==> src/rtl/booth_seq_ctrl.sv <==
// Sequential signed multiplier: one radix-4 Booth digit of M per clock,
// DATA_WIDTH/2 RUN cycles, with a one-cycle done pulse and held results.
module booth_seq_ctrl #(
    parameter int unsigned DATA_WIDTH = 32
) (
    input  logic                  clk,
    input  logic                  rst,
    input  logic                  start,
    input  logic [DATA_WIDTH-1:0] Q,
    input  logic [DATA_WIDTH-1:0] M,
    output logic                  busy,
    output logic                  done,
    output logic [DATA_WIDTH-1:0] result_hi,
    output logic [DATA_WIDTH-1:0] result_lo
);

    localparam int unsigned PW     = 2 * DATA_WIDTH;
    localparam int unsigned DIGITS = DATA_WIDTH / 2;
    localparam int unsigned CNT_W  = (DIGITS > 1) ? $clog2(DIGITS) : 1;
    localparam logic [CNT_W-1:0] LAST_DIGIT = CNT_W'(DIGITS - 1);

    typedef enum logic [1:0] {
        StIdle,
        StRun,
        StDone
    } state_t;

    state_t                state_q;
    logic [DATA_WIDTH-1:0] mcand_q;
    logic [DATA_WIDTH-1:0] mplier_q;
    logic [PW-1:0]         acc_q;
    logic [CNT_W-1:0]      cnt_q;

    logic [DATA_WIDTH:0]   m_ext;
    logic [2:0]            digit;
    logic [PW-1:0]         q_ext;
    logic [PW-1:0]         pp;
    logic [PW-1:0]         acc_next;

    // Appending a zero below the LSB supplies Mcap[-1] for digit 0.
    assign m_ext = {mplier_q, 1'b0};

    always_comb begin
        digit = 3'(m_ext >> {cnt_q, 1'b0});
        q_ext = {{DATA_WIDTH{mcand_q[DATA_WIDTH-1]}}, mcand_q};
        pp    = '0;
        case (digit)
            3'b001, 3'b010: pp = q_ext;
            3'b011:         pp = q_ext << 1;
            3'b100:         pp = -(q_ext << 1);
            3'b101, 3'b110: pp = -q_ext;
            default:        pp = '0;
        endcase
        acc_next = acc_q + (pp << {cnt_q, 1'b0});
    end

    always_ff @(posedge clk or posedge rst) begin
        if (rst) begin
            state_q   <= StIdle;
            mcand_q   <= '0;
            mplier_q  <= '0;
            acc_q     <= '0;
            cnt_q     <= '0;
            busy      <= 1'b0;
            done      <= 1'b0;
            result_hi <= '0;
            result_lo <= '0;
        end else begin
            done <= 1'b0;
            case (state_q)
                StIdle: begin
                    if (start) begin
                        mcand_q  <= Q;
                        mplier_q <= M;
                        acc_q    <= '0;
                        cnt_q    <= '0;
                        busy     <= 1'b1;
                        state_q  <= StRun;
                    end
                end
                StRun: begin
                    acc_q <= acc_next;
                    if (cnt_q == LAST_DIGIT) begin
                        result_hi <= acc_next[PW-1:DATA_WIDTH];
                        result_lo <= acc_next[DATA_WIDTH-1:0];
                        done      <= 1'b1;
                        state_q   <= StDone;
                    end else begin
                        cnt_q <= cnt_q + 1'b1;
                    end
                end
                StDone: begin
                    busy    <= 1'b0;
                    state_q <= StIdle;
                end
                default: begin
                    busy    <= 1'b0;
                    state_q <= StIdle;
                end
            endcase
        end
    end

endmodule

==> config.mk <==
export PLATFORM = sky130hd
export DESIGN_NAME = booth_seq_ctrl
export DESIGN_NICKNAME = d
export VERILOG_FILES = /design/src/rtl/booth_seq_ctrl.sv
export SDC_FILE = /design/constraint.sdc
export NUM_CORES = 1
export LEC_CHECK = 0
export CORE_MARGIN = 1.5
export CORE_UTILIZATION = 40
export CTS_CLUSTER_DIAMETER = 50
export DETAILED_ROUTE_END_ITERATION = 8
export DONT_BUFFER_PORTS = 1
export SYNTH_ARGS = -nofsm -noshare
export SYNTH_HDL_FRONTEND = slang
export SYNTH_SLANG_ARGS = --single-unit
export TNS_END_PERCENT = 100
==> constraint.sdc <==
create_clock -name clk -period 8.2 [get_ports clk]
set_input_delay 0.82 -clock clk [delete_from_list [all_inputs] [get_ports clk]]
set_output_delay 0.82 -clock clk [all_outputs]
set_load 0.02 [all_outputs]
[Word level (Yosys, flattened, before mapping)]
Index checks and enable logic that the tools add are counted.
Cells by class
  add/sub/neg operators: 4
  $mul: 0
  divide/modulo/power cells: 0
  order comparisons: 0
  eq/ne operators: 11
  shift operators: 2
  muxes and demuxes: 13
  bitwise logic cells: 1
  reductions and logical operators: 10
Operators by type and width (number)
  $pmux 64 s4: 1
  $neg 64->64: 2
  $pmux 64 s2: 1
  $add 64x64->64: 1
  $mux 64: 1
  $shl 64x5->64: 1
  $shr 33x5->3: 1
  $reduce_and 2->1: 5
  $eq 3x3->1 const B: 3
  $mux 4: 2
  $pmux 4 s2: 1
  $eq 3x2->1 const B: 2
  $ne 2x2->1 const B: 3
  $add 4x1->4 const B: 1
  $eq 4x4->1 const B: 1
  $mux 2: 2
  $pmux 2 s2: 1
  $reduce_or 2->1: 2
  $eq 3x1->1 const B: 1
  $mux 1: 3
  $reduce_and 3->1: 1
  $eq 2x1->1 const B: 1
  $logic_not 2->1: 1
  $pmux 1 s2: 1
  other kinds (2): 2
Storage, ports and cells
  flip-flop bits (word level): 200
  bits in latches: 0
  bits in writable memories: 0
  ROM bits: 0
  input port bits: 67
  output and inout bits: 66
  logic and storage cells: 50
  memories kept: 0

[Longest topological paths before layout]
Gate-level depths: netlist of run 1.
  depth in word-level cells: 7
  gate-level depth with buffers: 30
  depth with buffers taken out: 25

[Worst setup path before layout of run 1]
OpenSTA, ideal clock, no wires.
  path kind: reg2reg
  from: reg cnt_q[0]
  to: reg result_hi[25]
  setup time: 0.136 ns
  arrival time: 5.975 ns
  required time: 8.064 ns
  slack: 2.089 ns
  cell stages (with the launch flop): 25
  buffers on the path: 3
  period minus slack after synthesis: 6.111 ns
  path through: dfrtp_1 buf_6 mux4_2 mux4_2 or3_1 clkbuf_1 clkbuf_1 o311a_1 mux2i_1 nand2_1 o21ai_1 nor2_1 a211oi_1 ha_1 a21oi_1 o211ai_1 a221o_1 o211ai_1 a2111oi_0 nor4_1 o31ai_1 and4_1 a2111oi_0 xnor2_1 o21ai_0
Between the ends
  word-level cells in the longest chain between the ends: 6
  elaborated cells between the ends (all ways): 14
  those cells by class: add/sub: 1; eq/ne: 7; shift: 2; mux: 1; reduce/logical: 3
Ends and longest elaborated chain
  start: declaration: line 32  | logic [CNT_W-1:0] cnt_q;
  start signal: assignment: line 89  | cnt_q <= cnt_q + 1'b1;
  $shr 33x5->3: line 44  | digit = 3'(m_ext >> {cnt_q, 1'b0});
  $eq 3x3->1, or another cell as far along: line 47  | case (digit)
  $reduce_or 2->1: line 47
  $pmux 64 s4: line 47
  $shl 64x5->64: line 54  | acc_next = acc_q + (pp << {cnt_q, 1'b0});
  $add 64x64->64: line 54
  end signal: assignment: line 84  | result_hi <= acc_next[PW-1:DATA_WIDTH];
  end: declaration: line 13  | output logic [DATA_WIDTH-1:0] result_hi,
Several ways; a longest one is shown, not always the timed one.
A chain may end at the register's enable or synchronous reset.

[Worst setup path in the final report of run 1]
  from: reg cnt_q[0]
  to: reg result_hi[31]
The elaborated chain is that of the path after synthesis.

==> flow_summary.toml, run 1 <==
[critical_path]
arrival_ns = 8.04
critical_path_buf_inv_count = 1
criticalPathCategory = "reg -> reg"
max_stage_delay_ns = 0.70
crit_chain = "mux4_2 -> mux4_2 -> nor3_4 -> buf_4 -> a21oi_1 -> nor2b_1 -> a211oi_2 -> mux2_2 -> mux2i_1 -> mux2i_1 -> mux2i_1 -> ha_1 -> a21oi_1 -> o21ai_0 -> a211oi_1 -> o221a_2 -> a211oi_1 -> o21a_1 -> a211o_1 -> a31o_2 -> a21oi_1 -> xnor2_1 -> mux2_2"
crit_path_max_fanout = 24
end_kind = "register"
r2r_cells = 23
slowest_stage = "mux4_2"
cp_num_cells = 23
critPathTopFamily = "multiplexers"
crit_path_start_kind = "register"
cp_data_required_time_ns = 8.55

[grt]
grt_overflow = 0
antenna_found_initial = 3
grt_busiest_layer = "met2"
grt.met2_usage = 0.3685
gr-usage-met1 = 0.3153
gr-usage-met3 = 0.04798
grt_pass1_wl_um = 70740
grt_usage = 0.2307
grt_max_degree = 93
grt_pass1_vias = 12439

[logic_synthesis]
ys_seq_elements = 200
synth-simple-area-share = 0.1653
ys_types = 82
synth.area.top_cells = "dfrtp_1, mux2_2, nand2_1, ha_1, mux2i_1"
syn_nets = 1846
synthTopCellsByCount = "nand2_1, dfrtp_1, a21oi_1, nor2_1, o21ai_0"
synth_area_leader_cell = "dfrtp_1"
synth-edff-count = 0
synth_top_area_share = 0.3319
yosys.area_share.adder = 0.05609
netlist_instances = 1712
synth_ff_type = "dfrtp_1"
postSynthAreaPerCell_um2 = 8.807
ys_warn_count = 0
yosysSeqAreaShare = 0.3319
synthMuxAreaShare = 0.1347
synth_top_family_by_area = "compound AO/OA/AOI/OAI gates"
async_flop_share = 1.000
synth.most_common_cell = "nand2_1"
synth_compound_area_frac = 0.2296
synth_xor_area_frac = 0.04240
netlist_area_um2 = 15080

[cts]
cts_made_buffers = 17
h-tree-depth = 4
cts_setup_buffers = 0
cts_tree = "built"
clkTransAtPathRegs_ns = 0.08
clkSinkCount = 200
cts.path.max_buffers = 2
clkLatencyLatePin_ns = 0.46
cts_root_buf = "clkbuf_16"

[placed_design]
finalWeightedCongestion = 0.9305
dpl.hpwl_um = 33080
numPortBuffers = 0
dp_cells = 2128

[finish]
finalNetCount = 1777
drive_gt1_frac = 0.1123
area_growth_pct = 6.472
final_cell_count_no_fill = 2162

[sta]
worstMarginPinSlew_ns = 0.9146
drv_slew = 0
min_period_ns = 7.693
setup_viol = 0
max_freq_mhz = 130.0
rsz0062_at_grt = "false"
hold_viol_final = 0
slew_headroom = 0.3847
clock-skew-final_ns = 0.01040
fin_tns_setup_ns = 0
post-route-period-util = 0.9381

[status]
status = "completed"

[floorplan]
die_area_um2 = 38870
ioPinCount = 133
core_um2 = 36870
start_util = 0.4089
die-height_um = 197.2
die_w_um = 197.2
row_count = 70

[drt]
ant_nets = 0
wl_per_cell_um = 20.36
first_iter_violations = 998
drt_pass1_iterations = 5
vias = 12847
via_per_inst = 5.942
wirelength_um = 44010
drc_errors = 0

[job]
maxCapViolCount = 0

[hold_path]
worst_hold_path_type = "in -> async"
[worst paths after layout]
check | startpoint | endpoint | slack (ns)
worst max register to register | cnt_q[0] | result_hi[31] | 0.51
worst min-delay path | rst | result_hi[21] | 0.29
worst min register to register | acc_q[22] | acc_q[22] | 0.50
max in group asynchronous | rst | mcand_q[6] | 6.68
worst max-delay path | cnt_q[0] | result_hi[31] | 0.51
min in group clk | Q[1] | mcand_q[1] | 0.49
[cell type report]
cell class,instances,area [um^2]
multi-input cells,1367,9519
fillers,3568,20820
well taps,504,630.6
inverters,35,138.9
clock buffers,19,432.9
flip-flops and latches,200,5006
diodes,2,5.005
clock inverters,13,156.4
repair buffers,22,165.2
[what timing repair did]
item                                    in CTS  in global routing
endpoints found under the setup margin       0                  6
resized for setup                            0                  4
hold buffers                                 0                  0
[state kept, by name, indices dropped and copies added, names as in the netlist]
register	cells
busy	1
state_q	2
done	1
mplier_q	32
cnt_q	4
result_hi	32
result_lo	32
mcand_q	32
acc_q	64
[cells in the final DEF (no fill, tap or decap), drive strengths merged, types with 7 or more instances in the layout]
master	synthesis	final
o311ai	8	8
nand2	254	254
a221o	10	10
xor2	20	20
o21bai	15	15
a22o	52	52
nand3	22	22
buf	27	22
a21o	57	57
or2	7	7
o21ai	113	113
dfrtp	200	200
nor3	23	23
nor2b	9	9
nor2	120	120
o22ai	11	11
and2	10	10
nand4	11	11
or3	27	27
o21a	17	17
ha	66	66
a221oi	15	15
mux2	89	89
clkbuf	83	19
mux2i	66	66
inv	34	41
nor4	15	15
and3	20	20
xnor2	53	53
o211ai	11	11
a211oi	23	23
mux4	16	16
a21oi	121	121
[layer usage]
layer  part of all wire  wire (um)
met1               0.47      20510
met3              0.054       2388
met5            0.00030         13
met2               0.46      20230
met4              0.020        866
[logic make-up (layout without fill, tap and decap cells)]
family / count (synthesis) / in the layout
compound gates: 513 / 513
flops: 200 / 200
simple gates: 543 / 543
buf+inv: 145 / 89
fa+ha+maj: 67 / 67
other cells: 0 / 2
xor+xnor: 73 / 73
mux: 171 / 171
[per-stage QoR]
step / setup slack, ns / utilization / instance area [um^2] / hold slack [ns]
global route: 0.02356 / 0.4353 / 16050 / 0.3360
finish: 0.5074 / 0.4354 / 16050 / 0.2876
floorplan: 1.926 / - / 15080 / 0.4524
CTS: 0.3422 / 0.4347 / 16030 / 0.3317
global placement: 0.3930 / 0.4187 / 15440 / 0.4654
detailed placement: 0.3723 / 0.4187 / 15440 / 0.4731
Power of run 1 is not shown: default switching activity piles up to over one toggle a cycle in this logic, so the estimate is an artifact.
==> run 2: changes to the inputs <==
--- a/config.mk
+++ b/config.mk
@@ -6,10 +6,10 @@
 export NUM_CORES = 1
 export LEC_CHECK = 0
 export CORE_MARGIN = 1.5
-export CORE_UTILIZATION = 40
+export CORE_UTILIZATION = 59
 export CTS_CLUSTER_DIAMETER = 50
 export DETAILED_ROUTE_END_ITERATION = 8
-export DONT_BUFFER_PORTS = 1
+export PLACE_DENSITY = 0.81
 export SYNTH_ARGS = -nofsm -noshare
 export SYNTH_HDL_FRONTEND = slang
 export SYNTH_SLANG_ARGS = --single-unit
==> constraint.sdc (replaced) <==
create_clock -name clk -period 8.3 [get_ports clk]
set_input_delay 0.83 -clock clk [delete_from_list [all_inputs] [get_ports clk]]
set_output_delay 0.83 -clock clk [all_outputs]
set_load 0.02 [all_outputs]
==> flow_summary.toml, run 2 (synthesized netlist as in run 1, its figures left out) <==
[status]
status = "completed"

[critical_path]
arrival_ns = 8.15
criticalPathCategory = "reg -> reg"
end_kind = "register"
crit_path_max_fanout = 32
cp_data_required_time_ns = 8.64
rrSetupSlack_ns = 0.49
cpMostUsedCell = "a21o_1"
slowest_stage = "mux4_2"
max_stage_delay_ns = 0.71
crit_chain = "buf_4 -> nand3b_1 -> o21ai_0 -> mux4_2 -> nor3_4 -> buf_4 -> a21o_1 -> a221o_1 -> mux2_2 -> mux2i_1 -> mux2_1 -> o22ai_1 -> ha_1 -> a21o_1 -> a21o_1 -> a21oi_1 -> nor4b_1 -> o211a_1 -> o31a_1 -> o21ai_0 -> a41o_1 -> a221oi_1 -> mux2i_1 -> nand2_1"
crit_path_start_kind = "register"

[placed_design]
finalWeightedCongestion = 0.9599
dpl.hpwl_um = 31120
numPortBuffers = 132
dpl_cell_area_um2 = 16570

[finish]
layout_commonest_cell = "nand2_1"
largest_reg_flops = 64
design_area_um2 = 17180
n_antenna_cell = 0
finalNetCount = 1912
final_cell_mix = "nand2_1, dfrtp_1, clkdlybuf4s50_1, a21oi_1, nor2_1"
top_register = "acc_q"
area_growth_pct = 13.95
n_fill_cell = 2038
drive_gt1_frac = 0.1055

[sta]
hold_viol_final = 0
setup_viol = 0
drv_slew = 0
slew_headroom = 0.3849
worstMarginPinSlew_ns = 0.9227
fin_tns_setup_ns = 0
clock-skew-final_ns = 0.01276
min_period_ns = 7.811
post-route-period-util = 0.9411
max_freq_mhz = 128.0
rsz0062_at_grt = "false"

[cts]
h-tree-depth = 4
cts_tree = "built"
cts.path.max_buffers = 2
clkLatencyLatePin_ns = 0.46
hold_buffers = 0
cts_root_buf = "clkbuf_16"
clkTransAtPathRegs_ns = 0.08
clkSinkCount = 200
cts_made_buffers = 17

[drt]
vias = 13599
first_iter_violations = 1419
drc_errors = 0
wl_per_cell_um = 20.28
drt_pass1_iterations = 6
wirelength_um = 43010
ant_nets = 0
via_per_inst = 6.412

[grt]
antenna_found_initial = 0
grt_max_degree = 131
grt_usage = 0.3323
grt_overflow = 0
grt_pass1_wl_um = 69960
grt_pass1_vias = 13103

[hold_path]
worst_hold_path_type = "reg -> reg"

[floorplan]
die-height_um = 162.9
ioPinCount = 133
core_um2 = 25110
start_util = 0.6005
row_count = 58
die_w_um = 162.9
die_area_um2 = 26530

[job]
maxCapViolCount = 0
==> run 2: final cells by class <==
cell class | count | area, um^2 | share of cell area
clock inverter | 14 | 170.2 | 0.009904
tap | 330 | 412.9 | 0.02403
timing repair buffer | 157 | 1509 | 0.08782
inverter | 35 | 138.9 | 0.008083
multi-input combinational | 1367 | 9505 | 0.5532
sequential | 200 | 5006 | 0.2914
clock buffer | 18 | 439.2 | 0.02556
==> run 2: worst max-delay path: cells and delay by family (launching register included) <==
| kind | cells | cell delay (ns) |
|---|---|---|
| simple gates | 4 | 1.16 |
| mux | 5 | 1.65 |
| flops | 1 | 0.59 |
| compound gates | 12 | 3.11 |
| buf+inv | 2 | 0.80 |
| fa+ha+maj | 1 | 0.35 |
==> run 2: stage by stage <==
step | std cells | hold WS, ns | setup WS [ns] | utilization
6_report | 2121 | 0.4748 | 0.4888 | 0.6843
5_1_grt | 2121 | 0.4936 | 0.07848 | 0.6843
4_1_cts | 2121 | 0.4819 | 0.5087 | 0.6840
3_5_place_dp | 2089 | 0.4612 | 0.6648 | 0.6598
3_3_place_gp | 2089 | 0.4585 | 0.7528 | 0.6598
2_1_floorplan | 1712 | 0.4524 | 2.016 | -
==> run 2: worst paths after layout <==
check / start / end / cells past startpoint
min in group asynchronous: rst / busy / 2
hold reg to reg: result_lo[9] / result_lo[9] / 2
hold / removal: result_lo[9] / result_lo[9] / 2
setup reg to reg: cnt_q[0] / result_hi[30] / 24
max in group asynchronous: rst / acc_q[24] / 3
setup / recovery: cnt_q[0] / result_hi[30] / 24
==> run 2: timing repair <==
action | 4_1_cts | 5_1_grt
hold endpoints to repair | 0 | 0
resized for setup | 0 | 1
setup endpoints to repair | 0 | 2
setup buffers | 0 | 0
==> run 2: layer usage <==
layer / track usage / part of all wire / up-vias
met2: 0.5441 / 0.47 / 537
met3: 0.03514 / 0.060 / 69
met1: 0.4638 / 0.44 / 6564
met5: 0 / 0 / -
met4: 0.1013 / 0.023 / 0
li1: - / - / 6429
Power of run 2 is left out for the same reason.
